File: src/rtl/fetch_controller.sv
// fetch_controller
//   Owns the fetch PC. It requests instruction words from instruction memory
//   over a req/ack handshake and hands each word to decode over a
//   valid/ready handshake. It also applies jump/branch redirects and handles
//   halt and resume.
//
//   Ports
//     clk, reset          rising-edge clock, async active-low reset
//     start               begin fetching (IDLE) or resume (HALTED)
//     halt_req            stop at the next instruction boundary (sticky)
//     redirect_valid/addr jump/branch target
//     imem_req/addr       memory read request, address = pc
//     imem_ack/rdata      memory read complete, read data
//     instr_valid/ready   handshake to decode
//     instr_out/pc        delivered word and the address it came from
//     pc                  current fetch PC
//     halted              high while in HALTED
//
//   state   | meaning
//   --------+-----------------------------------------------
//   IDLE    | after reset, waiting for start
//   FETCH   | imem_req raised at pc, waiting for imem_ack
//   HOLD    | word presented to decode, waiting for instr_ready
//   HALTED  | stopped at an instruction boundary, pc retained
module fetch_controller #(
  parameter int                 ADDR_W     = 8,
  parameter int                 INSTR_W    = 16,
  parameter logic [ADDR_W-1:0]  START_ADDR = '0
) (
  input  logic               clk,
  input  logic               reset,
  input  logic               start,
  input  logic               halt_req,
  input  logic               redirect_valid,
  input  logic [ADDR_W-1:0]  redirect_addr,
  output logic               imem_req,
  output logic [ADDR_W-1:0]  imem_addr,
  input  logic               imem_ack,
  input  logic [INSTR_W-1:0] imem_rdata,
  output logic               instr_valid,
  input  logic               instr_ready,
  output logic [INSTR_W-1:0] instr_out,
  output logic [ADDR_W-1:0]  instr_pc,
  output logic [ADDR_W-1:0]  pc,
  output logic               halted
);

  typedef enum logic [1:0] {S_IDLE, S_FETCH, S_HOLD, S_HALTED} state_t;

  state_t             state, state_nxt;
  logic               halt_pend;
  logic               redir_pend;
  logic [ADDR_W-1:0]  redir_addr;

  always_ff @(posedge clk or negedge reset) begin
    if (!reset) state <= S_IDLE;
    else        state <= state_nxt;
  end

  always_comb begin
    state_nxt = state;
    case (state)
      S_IDLE:   if (start) state_nxt = S_FETCH;
      S_FETCH:  begin
        // A redirect seen now or while waiting turns the returned word into
        // a discard, so we go straight back to fetching.
        if (imem_ack) begin
          if (redirect_valid || redir_pend) state_nxt = S_FETCH;
          else                              state_nxt = S_HOLD;
        end
      end
      S_HOLD:   begin
        if (redirect_valid)   state_nxt = S_FETCH;
        else if (instr_ready) state_nxt = (halt_pend || halt_req) ? S_HALTED : S_FETCH;
      end
      S_HALTED: if (start) state_nxt = S_FETCH;
      default:  state_nxt = S_IDLE;
    endcase
  end

  always_comb begin
    imem_req    = 1'b0;
    instr_valid = 1'b0;
    halted      = 1'b0;
    case (state)
      S_FETCH:  imem_req    = 1'b1;
      S_HOLD:   instr_valid = 1'b1;
      S_HALTED: halted      = 1'b1;
      default:  ;
    endcase
  end

  assign imem_addr = pc;

  always_ff @(posedge clk or negedge reset) begin
    if (!reset) begin
      pc         <= START_ADDR;
      instr_out  <= '0;
      instr_pc   <= '0;
      redir_pend <= 1'b0;
      redir_addr <= '0;
    end else begin
      case (state)
        S_FETCH: begin
          if (imem_ack) begin
            redir_pend <= 1'b0;
            if (redirect_valid) begin
              pc <= redirect_addr;
            end else if (redir_pend) begin
              pc <= redir_addr;
            end else begin
              instr_out <= imem_rdata;
              instr_pc  <= pc;
              pc        <= pc + ADDR_W'(1);
            end
          end else if (redirect_valid) begin
            // The outstanding request must still complete, so only
            // remember the target. A later redirect overwrites it.
            redir_pend <= 1'b1;
            redir_addr <= redirect_addr;
          end
        end
        S_HOLD: begin
          if (redirect_valid) pc <= redirect_addr;
        end
        default: ;
      endcase
    end
  end

  // The flag clears only when the controller actually enters HALTED. It
  // therefore survives a halt that coincides with a redirect.
  always_ff @(posedge clk or negedge reset) begin
    if (!reset) begin
      halt_pend <= 1'b0;
    end else if (state != S_HALTED && state_nxt == S_HALTED) begin
      halt_pend <= 1'b0;
    end else if (halt_req && (state == S_FETCH || state == S_HOLD)) begin
      halt_pend <= 1'b1;
    end
  end

endmodule

File: config.mk
export PLATFORM = sky130hd
export DESIGN_NAME = fetch_controller
export DESIGN_NICKNAME = d
export VERILOG_FILES = /design/src/rtl/fetch_controller.sv
export SDC_FILE = /design/constraint.sdc
export NUM_CORES = 1
export LEC_CHECK = 0
export CORE_ASPECT_RATIO = 0.5
export CORE_MARGIN = 5
export CORE_UTILIZATION = 49
export CTS_CLUSTER_DIAMETER = 100
export CTS_CLUSTER_SIZE = 20
export DETAILED_ROUTE_END_ITERATION = 16
export GPL_TIMING_DRIVEN = 0
export PLACE_DENSITY = 0.85
export SYNTH_ARGS = -nofsm -noshare
export SYNTH_HDL_FRONTEND = slang
export SYNTH_SLANG_ARGS = --single-unit
File: constraint.sdc
create_clock -name clk -period 2.9 [get_ports clk]
set_input_delay 0.29 -clock clk [delete_from_list [all_inputs] [get_ports clk]]
set_output_delay 0.29 -clock clk [all_outputs]
set_load 0.005 [all_outputs]
==> reports/qor.csv <==
stage,metric,value,unit
outcome,run status,completed,
worst_setup_path,Crit path required time,3090,ps
finish,Finished Cell Area,3140,µm²
detailed_routing,ANT nets after route,0,
sta,Hold WS,406,ps
clock_network,clk buf depth,2,
finish,Layout Nets,297,
worst_setup_path,Setup crit start kind,flop,
clock_network,CTS tree,built,
global_route,vias in the first global route,1785,
synthesis,Synth area leader,dfrtp_1,
synthesis,syn nets,215,
worst_hold_path,HP Class,in -> async,
sta,fmax,0.511,GHz
synthesis,Syn Std Cell Area,2230,µm²
die,Die Width,105,µm
sta,post-route minimum period,1960,ps
placement,final RePlAce weighted congestion,0.784,
detailed_routing,DRC Markers,0,
die,Initial Util,50.6,%
synthesis,dominant cell by count in the synthesized netlist,dfrtp_1,
synthesis,synth unique cells,35,
synthesis,share of the synthesized area in the top cell type,49.4,%
finish,diode count,0,
finish,Final Instance Count excl. Fillers,320,
clock_network,CTS Hold Buffers Added,1,
finish,Fill cells,318,
worst_setup_path,CP max stage cell,dfrtp_1,
synthesis,asr flop ratio synth,100,%
global_route,initial antenna violation count,0,
detailed_routing,Via density,5.23,
synthesis,number of synthesized register bits,44,
global_route,first-pass GRT wire length,8760,µm
detailed_routing,Avg WL per Cell,16.3,µm
power_and_ir_drop,peak supply drop,0.412,mV
sta,slew margin rel.,66.1,%
sta,Fin. Hold Viols,0,
clock_network,CTS Sinks,44,
worst_setup_path,Critical Path AT,2140,ps
die,num rows,17,
power_and_ir_drop,Pwr Density,1060,nW/µm²
clock_network,PostCTS Resize Cnt,0,
worst_setup_path,"Cell Chain, Critical Path","ha_1, buf_2, and2b_1, nor3_4, buf_6, mux2i_1, o21ai_0",
sta,final slew viol count,0,
job,total of max-cap violations,0,
sta,Worst Max-Slew Pin Slew,509,ps
die,Die Y,57.7,µm
synthesis,"EDFF count, synth",0,
detailed_routing,Routed WL,5220,µm
finish,share of layout cells above drive strength 1,21.7,%
placement,dpl cells,311,
die,Core ar.,4400,µm²
placement,Placement Cell Area,3050,µm²
synthesis,register area share after synthesis,49.4,%
global_route,largest net degree at the start of global routing,34,
synthesis,predominant post-synthesis flop cell,dfrtp_1,
clock_network,clk_lat worst skew,300,ps
finish,Layout area overhead,41.0,%
sta,fin crit share,67.5,%
synthesis,top post-synthesis cells by count,"dfrtp_1, mux2_4, mux2_2",
synthesis,Syn. warnings,0,
clock_network,H-tree depth,2,
clock_network,Root Buffer,clkbuf_8,
worst_setup_path,worst-path fanout max,10,
placement,Port Buf Inserts,73,
sta,skew final,6.66,ps
detailed_routing,drt pass-1 iters,4,
clock_network,Setup Buffers After CTS,0,
power_and_ir_drop,Leak,1.35,nW
global_route,total gr overflow,0,
worst_setup_path,crit end category,flop,
clock_network,TritonCTS Buffers,5,
finish,Layout Utilization,71.4,%
worst_setup_path,CP Class,reg -> reg,
sta,Final Setup Violations,0,
global_route,total track usage,18.2,%
synthesis,"top cells by area, synth","dfrtp_1, mux2_4, mux2_2, mux2i_1, buf_4",
sta,RSZ-0062 raised after global routing,no,
detailed_routing,1st-iter DRT viols,57,
die,die footprint,6080,µm²
detailed_routing,vias,1673,
sta,Setup TNS,0,ps
synthesis,syn_area_per_cell,12.4,µm²
synthesis,Cells after Synth,180,
die,Ports,74,
placement,DP Wirelength,3950,µm
worst_setup_path,max incr delay on CP,450,ps
clock_network,"CTS clk-pin slew, worst paths",80,ps
## cells in the final DEF, fill, tap and decap left out, drive strengths merged, types with 5 or more instances in the layout
cell	Yosys	routed
buf	13	15
clkbuf	3	8
clkdlybuf4s50	0	72
dfrtp	44	44
inv	8	8
mux2	32	32
mux2i	7	7
nand2	6	6
nand3	5	5
nor2	6	6
nor2b	5	5
o211ai	5	5
o21ai	10	10
## layout make-up
class	instances	area [µm²]	share of cell area [%]
plain buffers	16	123	3.90
well taps	57	71.3	2.27
inverters	8	30.0	0.955
repair buffers	75	756	24.0
clock buffers	5	68.8	2.19
flip-flops and latches	44	1100	35.0
clock inverters	3	18.8	0.597
multi-input cells	112	976	31.0
## logic make-up (layout without fill, tap and decap cells)
kind of cell | Yosys count | count (layout) | synth area share, %
flops | 44 | 44 | 49.4
buf+inv | 24 | 107 | 6.85
mux | 39 | 39 | 22.7
xor+xnor | 3 | 3 | 1.18
fa+ha+maj | 4 | 4 | 2.24
simple gates | 35 | 35 | 8.59
compound gates | 31 | 31 | 9.09
## state kept, by name (all words and copies together) (netlist names)
register,cells
state,2
instr_out,16
imem_addr,8
redir_pend,1
redir_addr,8
instr_pc,8
halt_pend,1
## worst max-delay path: cells and delay by family (launching register included)
kind	cells	cell delay [ps]
AND/OR/NAND/NOR	2	500
buffers and inverters	2	360
multiplexers	1	180
AO/OA/AOI/OAI	1	100
adder cells (fa/ha/maj)	1	240
flip-flops	1	450
## path summary, 6_finish.rpt
| path | from | to | slack [ps] | cells past startpoint |
|---|---|---|---|---|
| max | state[0] | imem_addr[7] | 940 | 7 |
| min | reset | redir_addr[4] | 410 | 2 |
| max reg2reg | state[0] | imem_addr[7] | 940 | 7 |
| min reg2reg | redir_addr[4] | redir_addr[4] | 510 | 1 |
| max in group asynchronous | reset | instr_out[1] | 2040 | 3 |
| min in group clk | redir_addr[4] | redir_addr[4] | 510 | 1 |
## per-layer routing
metal  vias to the layer above  GRT usage [%]  share of wire (%)
met5                         -              0                  0
li1                        788              -                  -
met4                         0           6.73                1.5
met2                        31           32.6                 52
met1                       846           21.7                 43
met3                         8           4.12                3.2
## where the power goes
| group | switching [W] | total (W) | internal [W] |
|---|---|---|---|
| sequential | 0.000279 | 0.00120 | 0.000921 |
| combinational | 0.000617 | 0.00174 | 0.00113 |
| clock | 0.000216 | 0.000384 | 0.000168 |
| total | 0.00111 | 0.00333 | 0.00222 |
## stage by stage
step           power, W  worst slack (ps)
2_1_floorplan   0.00209              1170
3_3_place_gp    0.00289               435
3_5_place_dp    0.00297               893
4_1_cts         0.00337               947
5_1_grt         0.00356               800
6_report        0.00333               944
Power figures use the tool's default switching activity.
